File: config.mk
export PLATFORM = sky130hd
export DESIGN_NAME = seg_scan_driver
export DESIGN_NICKNAME = d
export VERILOG_FILES = /design/src/rtl/seg_pkg.sv /design/src/rtl/segment7.sv /design/src/rtl/seg_scan_driver.sv
export SDC_FILE = /design/constraint.sdc
export NUM_CORES = 1
export LEC_CHECK = 0
export ABC_AREA = 0
export CAP_MARGIN = 10
export CORE_UTILIZATION = 54
export CTS_CLUSTER_SIZE = 25
export DETAILED_ROUTE_END_ITERATION = 16
export GPL_ROUTABILITY_DRIVEN = 1
export GPL_TIMING_DRIVEN = 1
export PLACE_DENSITY = 0.84
export SKIP_CTS_REPAIR_TIMING = 1
export SLEW_MARGIN = 20
export SYNTH_ARGS = -nofsm -noshare
export SYNTH_HDL_FRONTEND = slang
export SYNTH_SLANG_ARGS = --single-unit
File: constraint.sdc
create_clock -name clk -period 2.2 [get_ports clk]
set_clock_uncertainty 0.1 [all_clocks]
set_input_delay 0.44 -clock clk [delete_from_list [all_inputs] [get_ports clk]]
set_output_delay 0.44 -clock clk [all_outputs]
set_load 0.005 [all_outputs]
File: src/rtl/seg_pkg.sv
// Shared definitions for the 7-segment scan driver: active-low glyphs and FSM states.
package seg_pkg;

    // Active-low segment patterns, segments a..g on bits 6..0.
    localparam logic [6:0] SEG_0   = 7'b0000001;
    localparam logic [6:0] SEG_1   = 7'b1001111;
    localparam logic [6:0] SEG_2   = 7'b0010010;
    localparam logic [6:0] SEG_3   = 7'b0000110;
    localparam logic [6:0] SEG_4   = 7'b1001100;
    localparam logic [6:0] SEG_5   = 7'b0100100;
    localparam logic [6:0] SEG_6   = 7'b0100000;
    localparam logic [6:0] SEG_7   = 7'b0001111;
    localparam logic [6:0] SEG_8   = 7'b0000000;
    localparam logic [6:0] SEG_9   = 7'b0000100;
    localparam logic [6:0] SEG_OFF = 7'b1111111;

    // Scan controller states.
    typedef enum logic [1:0] {
        IDLE = 2'd0,
        LOAD = 2'd1,
        SCAN = 2'd2
    } scan_state_t;

endpackage

File: src/rtl/segment7.sv
// Nibble to active-low 7-segment glyph; non-BCD codes produce a dark digit.
module segment7
    import seg_pkg::*;
(
    input  logic [3:0] nibble,
    output logic [6:0] seg_n
);

    // Pure lookup; anything outside 0..9 stays dark.
    always_comb begin
        seg_n = SEG_OFF;
        case (nibble)
            4'd0:    seg_n = SEG_0;
            4'd1:    seg_n = SEG_1;
            4'd2:    seg_n = SEG_2;
            4'd3:    seg_n = SEG_3;
            4'd4:    seg_n = SEG_4;
            4'd5:    seg_n = SEG_5;
            4'd6:    seg_n = SEG_6;
            4'd7:    seg_n = SEG_7;
            4'd8:    seg_n = SEG_8;
            4'd9:    seg_n = SEG_9;
            default: seg_n = SEG_OFF;
        endcase
    end

endmodule

File: src/rtl/seg_scan_driver.sv
// Time-multiplexed common-anode display driver with dead-time, leading-zero
// blanking and a per-frame snapshot so one frame never mixes two values.
module seg_scan_driver
    import seg_pkg::*;
#(
    parameter int DIGITS    = 4,
    parameter int SCAN_DIV  = 1000,
    parameter int BLANK_CYC = 16,
    parameter int LZ_BLANK  = 1
) (
    input  logic                  clk,
    input  logic                  rstn,
    input  logic                  en,
    input  logic [4*DIGITS-1:0]   bcd_in,
    input  logic [DIGITS-1:0]     dp_in,
    output logic [6:0]            seg_n,
    output logic                  dp_n,
    output logic [DIGITS-1:0]     dig_n,
    output logic                  frame_tick
);

    localparam int CW = (SCAN_DIV > 1) ? $clog2(SCAN_DIV) : 1;
    localparam int IW = (DIGITS > 1) ? $clog2(DIGITS) : 1;

    localparam logic [CW-1:0] CNT_LAST  = CW'(SCAN_DIV - 1);
    localparam logic [CW-1:0] BLANK_END = CW'(BLANK_CYC);
    localparam logic [IW-1:0] IDX_LAST  = IW'(DIGITS - 1);

    scan_state_t                state;
    scan_state_t                state_nxt;
    logic [CW-1:0]              cnt;
    logic [CW-1:0]              cnt_nxt;
    logic [IW-1:0]              idx;
    logic [IW-1:0]              idx_nxt;
    logic                       capture;
    logic                       frame_end;

    logic [DIGITS-1:0][3:0]     bcd_snap;
    logic [DIGITS-1:0]          dp_snap;
    logic [DIGITS-1:0]          blank_mask;
    logic                       upper_zero;
    logic [6:0]                 glyph;

    logic [6:0]                 seg_d;
    logic                       dp_d;
    logic [DIGITS-1:0]          dig_d;
    logic                       tick_d;

    // Glyph for whichever digit the scan is currently on.
    segment7 u_dec (
        .nibble (bcd_snap[idx]),
        .seg_n  (glyph)
    );

    // Leading-zero mask from the frozen snapshot, walking down from the top digit.
    always_comb begin
        blank_mask = '0;
        upper_zero = 1'b1;
        for (int k = DIGITS - 1; k >= 1; k--) begin
            upper_zero    = upper_zero & (bcd_snap[k] == 4'd0);
            blank_mask[k] = (LZ_BLANK != 0) && upper_zero && !dp_snap[k];
        end
    end

    // Next-state, slot counter and digit index; capture marks snapshot points.
    always_comb begin
        state_nxt = state;
        cnt_nxt   = cnt;
        idx_nxt   = idx;
        capture   = 1'b0;
        frame_end = 1'b0;
        case (state)
            IDLE: begin
                if (en) begin
                    state_nxt = LOAD;
                end
            end
            LOAD: begin
                capture   = 1'b1;
                cnt_nxt   = '0;
                idx_nxt   = '0;
                state_nxt = SCAN;
            end
            SCAN: begin
                if (!en) begin
                    state_nxt = IDLE;
                end else if (cnt == CNT_LAST) begin
                    cnt_nxt = '0;
                    if (idx == IDX_LAST) begin
                        idx_nxt   = '0;
                        capture   = 1'b1;
                        frame_end = 1'b1;
                    end else begin
                        idx_nxt = idx + IW'(1);
                    end
                end else begin
                    cnt_nxt = cnt + CW'(1);
                end
            end
            default: begin
                state_nxt = IDLE;
            end
        endcase
    end

    // Output values for the next cycle; an en drop blanks on the very next edge.
    always_comb begin
        seg_d  = SEG_OFF;
        dp_d   = 1'b1;
        dig_d  = '1;
        tick_d = 1'b0;
        if (state == SCAN && en) begin
            tick_d = frame_end;
            if (cnt >= BLANK_END && !blank_mask[idx]) begin
                seg_d      = glyph;
                dp_d       = ~dp_snap[idx];
                dig_d[idx] = 1'b0;
            end
        end
    end

    // FSM state register.
    always_ff @(posedge clk or negedge rstn) begin
        if (!rstn) begin
            state <= IDLE;
        end else begin
            state <= state_nxt;
        end
    end

    // Slot counter, digit index and the frame snapshot.
    always_ff @(posedge clk or negedge rstn) begin
        if (!rstn) begin
            cnt      <= '0;
            idx      <= '0;
            bcd_snap <= '0;
            dp_snap  <= '0;
        end else begin
            cnt <= cnt_nxt;
            idx <= idx_nxt;
            if (capture) begin
                bcd_snap <= bcd_in;
                dp_snap  <= dp_in;
            end
        end
    end

    // Registered pad drivers so the display lines never glitch.
    always_ff @(posedge clk or negedge rstn) begin
        if (!rstn) begin
            seg_n      <= SEG_OFF;
            dp_n       <= 1'b1;
            dig_n      <= '1;
            frame_tick <= 1'b0;
        end else begin
            seg_n      <= seg_d;
            dp_n       <= dp_d;
            dig_n      <= dig_d;
            frame_tick <= tick_d;
        end
    end

endmodule

# Yosys cells after proc, flatten, opt, wreduce, memory -nomap -nowiden
# Memories as Yosys holds them, arrays and structs flattened.
# Index checks and enable logic that the tools add are counted.
# totals
wordCells,78
output_inout_bits,13
mem_count,1
latch_bits,0
reg_bits,47
mem_bits_rw,0
romBits,112
in_bits,23
# mem_list
memory,depth,width,read_ports,rd_clocked_by_memory_dff,wr,line_no,source
(no name shown),16,7,1,0,0,segment7.sv:12,case (nibble)
# classes
bitwise,4
n_div,0
n_mul,0
shift,0
n_reduce_logical,18
muxes,30
n_lt_le_gt_ge,3
add_sub_neg,2
n_eq_ne,8
# ops
op,count
10-bit two-way mux,2
10-bit case mux with 2 select lines,1
7-bit two-way mux,2
4-bit logical NOT,3
4-bit two-way mux,3
10-bit by 1-bit adder with 10-bit output (second input constant),1
10-bit equality test (second input constant),1
10-bit by 5-bit >= comparator with 1-bit output (second input constant),1
1-bit two-way mux,10
2-bit two-way mux,5
4-bit binary-select mux with 2-bit select,1
2-bit inequality test (second input constant),4
1-bit logical AND,6
2-bit case mux with 3 select lines,1
1-bit binary-select mux with 2-bit select,2
2-bit equality test (second input constant),2
1-bit logical NOT,4
4-bit NOT,1
2-bit case mux with 2 select lines,1
2-bit AND reduction,2
2-bit by 3-bit less-than comparator with 1-bit output (second input constant),1
3-bit AND reduction,1
2-bit by 1-bit adder with 2-bit output (second input constant),1
1-bit bitwise AND,2
7 further kinds,7

# Longest topological paths before layout
# logic_depth
word_depth,10
mapped_depth,8
ltp_nobuf,6

# Modules after synthesis
# Synthesis repeated with hierarchy kept, for this count alone.
# unflattened
hier_cells,226
area_unflattened_um2,2496.1
# by_module_without_submodules
module,seq_area_each_um2,cells_each,area_per_inst_um2,n_inst
seg_scan_driver,1191.1,193,2285.9,1
segment7,0.0,33,210.2,1

# Least setup slack after synthesis
# No wires, ideal clock.
# synth_path
path_kind,flip-flop to flip-flop
from,register cnt[0]
to,register bcd_snap[0] (netlist bit)
setup_ns,0.127
synth_period_minus_slack_ns,1.858
n_path_buf,1
required_ns,1.973
path_stages_with_launch,7
setup_slack_ns,0.342
arrival_ns,1.631
cell_sequence,dfrtp_1 ha_1 and4b_1 nand3_1 o2bb2a_4 buf_6 mux2_1
# synth_between
elab_chain_len,4
# synth_lines
element,line_no,source
start: declaration,seg_scan_driver.sv:31,logic [CW-1:0] cnt;
start signal: assignment,seg_scan_driver.sv:139,cnt <= cnt_nxt;
10-bit equality test,seg_scan_driver.sv:87,end else if (cnt == CNT_LAST) begin
1-bit two-way mux,seg_scan_driver.sv:87,
1-bit two-way mux,seg_scan_driver.sv:85,if (!en) begin
1-bit case mux with 2 select lines,seg_scan_driver.sv:72,case (state)
end signal: assignment,seg_scan_driver.sv:142,bcd_snap <= bcd_in;
end: declaration,seg_scan_driver.sv:38,logic [DIGITS-1:0][3:0] bcd_snap;
# No other way between the ends.
# A chain may end at the register's enable or synchronous reset.

# Worst setup path after layout
# layout_path
from,register idx[0]
to,register bcd_snap[14] (netlist bit)
# layout_between
elab_chain_len,5
# layout_lines
element,line_no,source
start: declaration,seg_scan_driver.sv:33,logic [IW-1:0] idx;
start signal: assignment,seg_scan_driver.sv:140,idx <= idx_nxt;
2-bit equality test,seg_scan_driver.sv:89,if (idx == IDX_LAST) begin
1-bit two-way mux,seg_scan_driver.sv:89,
1-bit two-way mux,seg_scan_driver.sv:87,
1-bit two-way mux,seg_scan_driver.sv:85,
1-bit case mux with 2 select lines,seg_scan_driver.sv:72,
# No other way between the ends.

==> qor.csv <==
metric;value;unit
RSZ-0062 raised after global routing;false;
reg2reg path depth;5;
Cells after Synth;215;
synthesized area;0.00248;sq mm
final hold violations;4;
Post-DRT Antenna Nets;0;
Reg-to-Reg Start;idx[0]$_DFFE_PN0P_;
Setup CP Type;flop to flop;
final WL;4580;um
relative slew slack;68.8;%
Initial DRC Count;94;
Rows;24;
Reg clk slew, reported paths;90;ps
worst-case clock buffer depth;2;
VDD IR-drop max;0.776;mV
CTS tree;yes;
Pleak;1.26;nW
Sink Count;47;
CP Capture Type;flop;
violated checks;hold timing;
die area;0.00486;sq mm
Synth Net Count;254;
share of layout cells above drive strength 1;14.6;%
TritonCTS buffer count;5;
DRC violation count after routing;0;
pwr/cell area;984;mW/mm^2
sequential cell area fraction in the yosys report;48.1;%
Hold Path Class;primary input to async pin;
Avg Synthesized Cell Area;11.5;sq um
number of diodes;0;
TNS Setup;0;ps
Synthesis Warnings;0;
H-Tree Depth;2;
first-pass iteration count of the detailed router;4;
dominant cells by area after synthesis;dfrtp_1 (35%), dfstp_2 (13%), mux2_1 (9.1%), ha_1 (8.1%), nand2_1 (4.7%);
DP HPWL;3280;um
pre-CTS setup slack;87.3;ps
antenna violations before repair;0;
gpl congestion;0.890;
Critical Path Start;idx[0]$_DFFE_PN0P_;
Fmax achieved;0.496;GHz
vias;1734;
vias per inst;5.56;
Worst EP required;2290;ps
Synth-to-Final Area Change;22.2;%
clock latency on the worst-skew pair;300;ps
crit path cell chain;buf_4, ha_1, nand3_1, o2bb2a_4, mux2_1;
core box area;0.00438;sq mm
Max Fanout on Critical Path;20;
R2R Setup Slk;180;ps
Routed WL per cell;14.7;um
Critical-path top delay cell;dfrtp_1;
fin crit share;91.6;%
nets;298;
Crit path max-delay family;flip-flops;
startpoint types;flop;
Worst-Margin Slew;465;ps
Setup Viol. Count Final;0;
Max stage delay on crit path;580;ps
Root Driver;clkbuf_8;
Die X;69.7;um
fin worst setup slack;185;ps
gr usage total;21.0;%
status;finished with violations;
CP arrival;2100;ps
Yosys reg bits;47;
worst path bufs/invs;1;
num ports;36;
Slew Viols, Final;0;
number of global-route vias before repair;1716;
Synth area leader;dfrtp_1;
Die Ht;69.7;um
worst r2r dst;bcd_snap[14]$_DFFE_PN0P_;
Max Cap Viol;0;
CP Capture Point;bcd_snap[14]$_DFFE_PN0P_;
GRT Residual Overflow;0;
first-pass GRT wire length;8070;um
critical path depth in cells;5;
Initial Utilization;56.5;%
area fraction of the dominant cell type after synthesis;35.4;%
largest net degree at the start of global routing;48;
library cells used by synthesis;46;
hold_ws;-1.06;ps
Final min period;2020;ps
Port Buffers;35;
cells in the mapped netlist, drive strengths merged:
| master | number |
|---|---|
| or3 | 1 |
| ha | 16 |
| and2 | 2 |
| a31oi | 2 |
| nand4bb | 1 |
| dfstp | 12 |
| or2 | 2 |
| o31a | 1 |
| mux2 | 20 |
| or4 | 4 |
| a2bb2oi | 1 |
| o21a | 1 |
| nand3 | 5 |
| a211oi | 2 |
| o31ai | 3 |
| o21bai | 1 |
| buf | 6 |
| and3 | 3 |
| o21ai | 16 |
| nor3 | 2 |
| mux4 | 5 |
| nor4 | 2 |
| xnor2 | 2 |
| nand2b | 1 |
| a41oi | 1 |
| a21oi | 7 |
| nor2 | 8 |
| and3b | 1 |
| o2bb2a | 1 |
| nor2b | 4 |
| nand2 | 31 |
| dfrtp | 35 |
| nand4 | 1 |
| xor2 | 2 |
| nor3b | 1 |
| o32ai | 1 |
| and4b | 1 |
| inv | 10 |
layout make-up:
type                            count  area, sq um
Fill cell                         325         1360
Multi-Input combinational cell    152         1200
Clock inverter                      2         35.0
Timing Repair Buffer               43          418
Sequential cell                    47         1190
Inverter                           10         37.5
Tap cell                           52         65.1
Clock buffer                        6         82.6
worst reg2reg max path: cells and delay by family (launching register included):
family / cells / cell delay [ps]
AO/OA/AOI/OAI: 1 / 320
adder cells (fa/ha/maj): 1 / 230
buffers and inverters: 1 / 210
flip-flops: 1 / 580
multiplexers: 1 / 350
AND/OR/NAND/NOR: 1 / 120
metrics by stage:
stage	util (%)	power [mW]	area [sq um]	hold slack, ps	cells
after CTS	69.0	2.99	3030	9.32	312
after detailed placement	66.3	2.33	2910	338	304
after global placement	66.3	2.25	2910	336	304
after global routing	69.0	3.19	3030	5.22	312
after floorplan	-	2.04	2480	44.4	215
final	69.0	2.98	3030	-1.06	312
worst min path at each step:
stage                     cells after the start                 endpoint
after CTS                                     2     frame_tick$_DFF_PN0_
after global routing                          2       cnt[3]$_DFFE_PN0P_
after floorplan                               0  bcd_snap[0]$_DFFE_PN0P_
after global placement                        2       cnt[9]$_DFFE_PN0P_
final                                         2       cnt[9]$_DFFE_PN0P_
after detailed placement                      2     frame_tick$_DFF_PN0_
where the power goes:
part	internal, mW	total (mW)	switching [mW]
sequential	1.10	1.27	0.169
combinational	0.511	1.05	0.539
clock	0.368	0.662	0.294
layer usage:
| metal | up-vias | wire length (um) | GRT usage [%] |
|---|---|---|---|
| met3 | 6 | 143 | 3.92 |
| met1 | 835 | 2160 | 29.7 |
| met5 | - | 0 | 0 |
| met4 | 0 | 44 | 5.56 |
| met2 | 45 | 2220 | 33.7 |
| li1 | 848 | - | - |
flip-flops by register name, indices dropped and copies added, names as in the netlist:
name        cells
seg_n           7
dp_n            1
dig_n           4
idx             2
state           2
cnt            10
bcd_snap       16
dp_snap         4
frame_tick      1
layout by cell type, fill, tap and decap left out, types with 3 or more instances in the layout:
cell type,Yosys,layout
a21oi_1,7,7
buf_4,1,7
clkbuf_8,0,6
clkdlybuf4s50_1,0,34
dfrtp_1,35,35
dfstp_2,12,12
ha_1,16,16
inv_1,10,10
mux2_1,20,20
mux4_2,3,3
nand2_1,31,31
nand3_1,5,5
nor2_1,8,8
nor2b_1,4,4
o21ai_0,9,9
o21ai_1,7,7
or4_1,4,4
logic make-up after synthesis:
group	after synthesis	share of synthesized area, %
mux	25	13.9
compound gates	37	10.7
simple gates	70	14.1
flops	47	48.1
buf+inv	16	3.59
xor+xnor	4	1.42
fa+ha+maj	16	8.08
No activity file was read; power rests on OpenSTA's default activity.
